[config.mk]
export PLATFORM = sky130hd
export DESIGN_NAME = riffa_vector_bridge
export DESIGN_NICKNAME = d
export VERILOG_FILES = /design/src/rtl/riffa_vector_bridge.sv
export SDC_FILE = /design/constraint.sdc
export NUM_CORES = 1
export LEC_CHECK = 0
export ABC_AREA = 1
export CAP_MARGIN = 0
export CORE_AREA = 4 4 307 309
export CTS_CLUSTER_SIZE = 40
export DETAILED_ROUTE_END_ITERATION = 16
export DIE_AREA = 0 0 311 313
export SYNTH_ARGS = -nofsm -noshare
export SYNTH_HDL_FRONTEND = slang
export SYNTH_SLANG_ARGS = --single-unit
[constraint.sdc]
create_clock -name down_clk -period 46.2 [get_ports down_clk]
set_input_delay 4.62 -clock down_clk [delete_from_list [all_inputs] [get_ports down_clk]]
set_output_delay 4.62 -clock down_clk [all_outputs]
set_load 0.01 [all_outputs]
[src/rtl/riffa_vector_bridge.sv]
// RIFFA channel bridge: RX header + operand vector -> compute core start/done -> TX status + result vector.
// States: IDLE wait request | ACK accept | RX collect beats | COMPUTE run core | TX return beats.
module riffa_vector_bridge #(
    parameter int C_PCI_DATA_WIDTH = 64,
    parameter int VECTOR_SIZE      = 256,
    parameter int ITER_WIDTH       = 16,
    parameter int TIMEOUT_CYCLES   = 65535
) (
    input  logic                        down_clk,
    input  logic                        RST,
    output logic                        CHNL_RX_CLK,
    input  logic                        CHNL_RX,
    output logic                        CHNL_RX_ACK,
    input  logic                        CHNL_RX_LAST,
    input  logic [31:0]                 CHNL_RX_LEN,
    input  logic [30:0]                 CHNL_RX_OFF,
    input  logic [C_PCI_DATA_WIDTH-1:0] CHNL_RX_DATA,
    input  logic                        CHNL_RX_DATA_VALID,
    output logic                        CHNL_RX_DATA_REN,
    output logic                        CHNL_TX_CLK,
    output logic                        CHNL_TX,
    input  logic                        CHNL_TX_ACK,
    output logic                        CHNL_TX_LAST,
    output logic [31:0]                 CHNL_TX_LEN,
    output logic [30:0]                 CHNL_TX_OFF,
    output logic [C_PCI_DATA_WIDTH-1:0] CHNL_TX_DATA,
    output logic                        CHNL_TX_DATA_VALID,
    input  logic                        CHNL_TX_DATA_REN,
    output logic                        core_start,
    output logic [ITER_WIDTH-1:0]       core_iter,
    output logic [VECTOR_SIZE-1:0]      core_data_in,
    input  logic [VECTOR_SIZE-1:0]      core_data_out,
    input  logic                        core_done,
    output logic                        busy,
    output logic                        err_len,
    output logic                        err_timeout
);
    localparam int W       = C_PCI_DATA_WIDTH;
    localparam int WPB     = W / 32;
    localparam int NB      = VECTOR_SIZE / W;
    localparam int EXP_LEN = (1 + NB) * WPB;
    localparam int SH      = $clog2(WPB);
    localparam int IW      = $clog2(NB + 1);

    typedef enum logic [2:0] {S_IDLE, S_ACK, S_RX, S_COMPUTE, S_TX} state_t;

    state_t                 state_q, state_d;
    logic [31:0]            len_q, len_d, cnt_q, cnt_d, to_cnt_q, to_cnt_d;
    logic [30:0]            off_q, off_d;
    logic [ITER_WIDTH-1:0]  iter_q, iter_d;
    logic [VECTOR_SIZE-1:0] vec_q, vec_d, res_q, res_d;
    logic                   err_len_q, err_len_d, err_to_q, err_to_d;
    logic [IW-1:0]          tx_idx_q, tx_idx_d;

    logic [31:0]            rx_beat;
    logic [32:0]            cnt_sum;
    logic                   rx_done, timeout_hit, tx_last;
    logic [ITER_WIDTH-1:0]  hdr_iter;
    logic [W-1:0]           tx_beat;
    logic                   unused_ok;

    assign unused_ok   = &{1'b0, CHNL_RX_LAST, CHNL_TX_ACK};
    assign CHNL_RX_CLK = down_clk;
    assign CHNL_TX_CLK = down_clk;
    assign CHNL_TX_LAST = 1'b1;

    assign rx_beat     = cnt_q >> SH;
    assign cnt_sum     = {1'b0, cnt_q} + 33'(WPB);
    // A zero length leaves RX immediately without consuming anything.
    assign rx_done     = (len_q == 32'd0) ||
                         (CHNL_RX_DATA_VALID && (cnt_sum >= {1'b0, len_q}));
    assign timeout_hit = (TIMEOUT_CYCLES != 0) && (to_cnt_q == 32'(TIMEOUT_CYCLES - 1));
    assign tx_last     = (tx_idx_q == IW'(NB));
    assign hdr_iter    = CHNL_RX_DATA[ITER_WIDTH-1:0];

    always_ff @(posedge down_clk or posedge RST) begin
        if (RST) state_q <= S_IDLE;
        else     state_q <= state_d;
    end

    always_comb begin
        state_d = state_q;
        case (state_q)
            S_IDLE:    if (CHNL_RX) state_d = S_ACK;
            S_ACK:     state_d = S_RX;
            S_RX:      if (rx_done) state_d = err_len_q ? S_TX : S_COMPUTE;
            S_COMPUTE: if (core_done || timeout_hit) state_d = S_TX;
            S_TX:      if (CHNL_TX_DATA_REN && tx_last) state_d = S_IDLE;
            default:   state_d = S_IDLE;
        endcase
    end

    always_comb begin
        len_d     = len_q;
        off_d     = off_q;
        cnt_d     = cnt_q;
        to_cnt_d  = to_cnt_q;
        iter_d    = iter_q;
        vec_d     = vec_q;
        res_d     = res_q;
        err_len_d = err_len_q;
        err_to_d  = err_to_q;
        tx_idx_d  = tx_idx_q;
        case (state_q)
            S_IDLE: if (CHNL_RX) begin
                len_d     = CHNL_RX_LEN;
                off_d     = CHNL_RX_OFF;
                err_len_d = (CHNL_RX_LEN != 32'(EXP_LEN));
                err_to_d  = 1'b0;
                cnt_d     = '0;
                vec_d     = '0;
                res_d     = '0;
                tx_idx_d  = '0;
            end
            S_RX: begin
                to_cnt_d = '0;
                if (len_q != 32'd0 && CHNL_RX_DATA_VALID) begin
                    cnt_d = cnt_q + 32'(WPB);
                    if (rx_beat == 32'd0)
                        iter_d = (hdr_iter == '0) ? ITER_WIDTH'(1) : hdr_iter;
                    // Data beats land by index so a short transfer leaves the low beats zero.
                    for (int b = 0; b < NB; b++)
                        if (rx_beat == 32'(b + 1))
                            vec_d[VECTOR_SIZE-1-b*W -: W] = CHNL_RX_DATA;
                end
            end
            S_COMPUTE: begin
                to_cnt_d = to_cnt_q + 32'd1;
                if (core_done) begin
                    res_d = core_data_out;
                end else if (timeout_hit) begin
                    err_to_d = 1'b1;
                    res_d    = '0;
                end
            end
            S_TX: if (CHNL_TX_DATA_REN) tx_idx_d = tx_last ? '0 : tx_idx_q + IW'(1);
            default: ;
        endcase
    end

    always_ff @(posedge down_clk or posedge RST) begin
        if (RST) begin
            len_q     <= '0;
            off_q     <= '0;
            cnt_q     <= '0;
            to_cnt_q  <= '0;
            iter_q    <= ITER_WIDTH'(1);
            vec_q     <= '0;
            res_q     <= '0;
            err_len_q <= 1'b0;
            err_to_q  <= 1'b0;
            tx_idx_q  <= '0;
        end else begin
            len_q     <= len_d;
            off_q     <= off_d;
            cnt_q     <= cnt_d;
            to_cnt_q  <= to_cnt_d;
            iter_q    <= iter_d;
            vec_q     <= vec_d;
            res_q     <= res_d;
            err_len_q <= err_len_d;
            err_to_q  <= err_to_d;
            tx_idx_q  <= tx_idx_d;
        end
    end

    always_comb begin
        tx_beat = '0;
        if (tx_idx_q == '0) begin
            tx_beat[0]               = err_len_q;
            tx_beat[1]               = err_to_q;
            tx_beat[16 +: ITER_WIDTH] = iter_q;
        end
        for (int b = 0; b < NB; b++)
            if (tx_idx_q == IW'(b + 1))
                tx_beat = res_q[VECTOR_SIZE-1-b*W -: W];
    end

    always_comb begin
        CHNL_RX_ACK        = (state_q == S_ACK);
        CHNL_RX_DATA_REN   = (state_q == S_RX);
        CHNL_TX            = (state_q == S_TX);
        CHNL_TX_DATA_VALID = (state_q == S_TX);
        CHNL_TX_LEN        = (state_q == S_TX) ? 32'(EXP_LEN) : 32'd0;
        CHNL_TX_OFF        = (state_q == S_TX) ? off_q : 31'd0;
        CHNL_TX_DATA       = (state_q == S_TX) ? tx_beat : '0;
        core_start         = (state_q == S_COMPUTE) && (to_cnt_q == 32'd0);
        busy               = (state_q != S_IDLE);
    end

    assign core_iter    = iter_q;
    assign core_data_in = vec_q;
    assign err_len      = err_len_q;
    assign err_timeout  = err_to_q;
endmodule

==> impl_metrics.env <==
export IMPL_status="complete, no violations"
export IMPL_timing_hold_ws_ns=0.464
export IMPL_critical_path_required_ns=41.58
export IMPL_peakVddDrop_mv=0.0335
export IMPL_die_area_sq_um=97300
export IMPL_netlist_instances=3604
export IMPL_nFillCells=8992
export IMPL_initial_core_util=0.334
export IMPL_worst_setup_path_type="clk2out"
export IMPL_core_area_sq_um=91400
export IMPL_combPwrFrac=0.336
export IMPL_ys_seq_elements=662
export IMPL_drive_gt1_frac=0.0483
export IMPL_reg2reg_depth=12
export IMPL_cts_hold_buf=0
export IMPL_crit_slowest_cell="clkdlybuf4s50_1"
export IMPL_fin_cells=5518
export IMPL_fp_dieW_um=311
export IMPL_dp_cells=5348
export IMPL_synth_commonest_cells="765 x nand2_1, 661 x dfrtp_1, 541 x o21ai_0"
export IMPL_worstPathArrival_ns=23.82
export IMPL_crit_top_cell="clkbuf_16"
export IMPL_cap_violations=0
export IMPL_grtUsageTotal=0.234
export IMPL_slowest_delay_ns=0.46
export IMPL_drt_first_pass_iters=6
export IMPL_drtIter0Drc=2618
export IMPL_overflow=0
export IMPL_drc=0
export IMPL_worstPathMaxFanout=2
export IMPL_hold_viol_final=0
export IMPL_avgSynthCellArea_sq_um=8.48
export IMPL_cts_clk_slew_worst_paths_ns=0.06
export IMPL_syn_area_sq_um=30600
export IMPL_synth_area_top_cells="dfrtp_1 54%, nand2_1 9.4%, o21ai_0 8.9%"
export IMPL_finalMaxSlewViolations=0
export IMPL_vias=27800
export IMPL_synth_top_area_share=0.541
export IMPL_synth_edf_count=0
export IMPL_fin_util=0.456
export IMPL_hold_depth=2
export IMPL_vias_per_cell=5.04
export IMPL_post_cts_resize_count=0
export IMPL_ys_seq_area_frac=0.542
export IMPL_port_buffers=767
export IMPL_p_int_uw=1400
export IMPL_place_congestion=0.854
export IMPL_cp_end_kind="primary output"
export IMPL_min_delay_path_class="reg2reg"
export IMPL_skew_ns=0.0334
export IMPL_grt_max_degree=191
export IMPL_synth_ff_type="dfrtp_1"
export IMPL_worst_setup_path_start_kind="clock port"
export IMPL_grt_pass1_vias=27100
export IMPL_finalSetupTns_ns=0
export IMPL_power_density_nw_per_um2=53.0
export IMPL_worst_pin_slew_ns=1.04
export IMPL_synth_async_sr_flop_share=1.00
export IMPL_cellLeakagePower_uw=0.0179
export IMPL_postCtsSetupBuffers=0
export IMPL_tritoncts="yes"
export IMPL_post_dp_hpwl_um=80900
export IMPL_p_clk_frac=0.295
export IMPL_grt_pass1_wl_um=175000
export IMPL_clock_latency_ns=0.76
export IMPL_synth_most_common_cell="nand2_1"
export IMPL_postRouteAntennaNets=0
export IMPL_yosys_warnings=0
export IMPL_synth_top_area_cell="dfrtp_1"
export IMPL_rsz0062_at_grt="false"
export IMPL_setup_viol=0
export IMPL_std_cell_rows=111
export IMPL_routedWlPerCell_um=21.2
export IMPL_seq_power_share=0.368
export IMPL_switching_share=0.367
export IMPL_final_nets=4682
export IMPL_antenna_found_initial=27
export IMPL_routed_wirelength_um=117000
export IMPL_relSlewSlack=0.304
export IMPL_path_cells="clkbuf_16 > clkbuf_16 > clkdlybuf4s50_1"
export IMPL_synth_distinct_cells=44
export IMPL_power_switching_uw=810
export IMPL_die_h_um=313
export IMPL_ios=801
export IMPL_syn_to_final_growth_pct=36.4
==> kinds of logic after synthesis <==
| group | share of synthesized area |
|---|---|
| DFF | 0.542 |
| other | 0.000246 |
| buffers and inverters | 0.0905 |
| xor gates and xnor gates | 0.00860 |
| and+or+nand+nor | 0.188 |
| adders and majority gates | 0.0176 |
| AOI/OAI and AO/OA | 0.153 |
==> cell usage in the layout (no fill, tap or decap), types with 17 or more instances in the layout <==
master	synthesis	final
o21ai_0	541	541
a211oi_1	43	43
inv_1	385	381
conb_1	2	31
o211ai_1	68	68
buf_4	43	30
ha_1	43	42
nand3_1	367	365
clkdlybuf4s50_1	0	766
clkinv_2	0	18
nand4_1	34	34
dfrtp_1	661	661
clkbuf_16	0	86
o21ai_1	77	77
nand2_1	765	763
clkbuf_8	0	17
o22ai_1	27	27
nor3_1	18	18
nor2_1	110	107
a21oi_1	88	88
xor2_1	29	29
nor4_1	23	23
diode_2	0	22
==> layer usage <==
metal / wire (um) / track usage / vias to the layer above
met5: 73 / 0 / -
met4: 4360 / 0.0970 / 12
met3: 6800 / 0.0452 / 208
met2: 56000 / 0.382 / 907
met1: 49600 / 0.305 / 13500
li1: - / - / 13100
==> worst paths after layout <==
kind	from	to	slack, ns
setup / recovery	down_clk	CHNL_RX_CLK	17.76
setup reg to reg	state_q[1]	core_data_in[178]	41.78
hold / removal	res_q[92]	res_q[92]	0.46
min in group asynchronous	RST	core_data_in[110]	4.45
max in group asynchronous	RST	core_data_in[9]	38.86
hold reg to reg	res_q[92]	res_q[92]	0.46
==> power by group through the flow <==
stage | registers [uW] | clock network (uW) | logic, uW
after floorplan | 839 | 3.57 | 351
after detailed placement | 823 | 4.40 | 751
after global routing | 831 | 695 | 815
final | 814 | 653 | 743
after CTS | 813 | 671 | 754
after global placement | 819 | 4.40 | 744
==> per-stage QoR <==
step / total power, uW / cell area (sq um) / setup slack, ns
4_1_cts: 2240 / 41600 / 17.75
2_1_floorplan: 1190 / 30700 / 18.36
6_report: 2210 / 41700 / 17.76
3_3_place_gp: 1570 / 38900 / 18.03
5_1_grt: 2340 / 41700 / 17.74
3_5_place_dp: 1580 / 38900 / 18.03
==> flip-flops by register name, indices dropped and copies added, names as in the netlist <==
register,flops
res_q,256
core_iter,16
tx_idx_q,3
state_q,3
off_q,31
to_cnt_q,32
core_data_in,256
err_len,1
len_q,32
cnt_q,31
err_timeout,1
==> critical path, delay by kind of cell <==
family | cells | cell delay [ns]
buffers and inverters | 3 | 0.72
==> final cells by class <==
class                           instances  area [sq um]  share of cell area
Antenna cell                           22          55.1             0.00132
Clock buffer                          120          2450              0.0588
Clock inverter                         30           284             0.00681
Inverter                              400          1520              0.0364
Multi-Input combinational cell       2301         11400               0.273
Sequential cell                       662         16600               0.397
Tap cell                             1186          1480              0.0356
Timing Repair Buffer                  797          7930               0.190
Power figures use the tool's default switching activity.
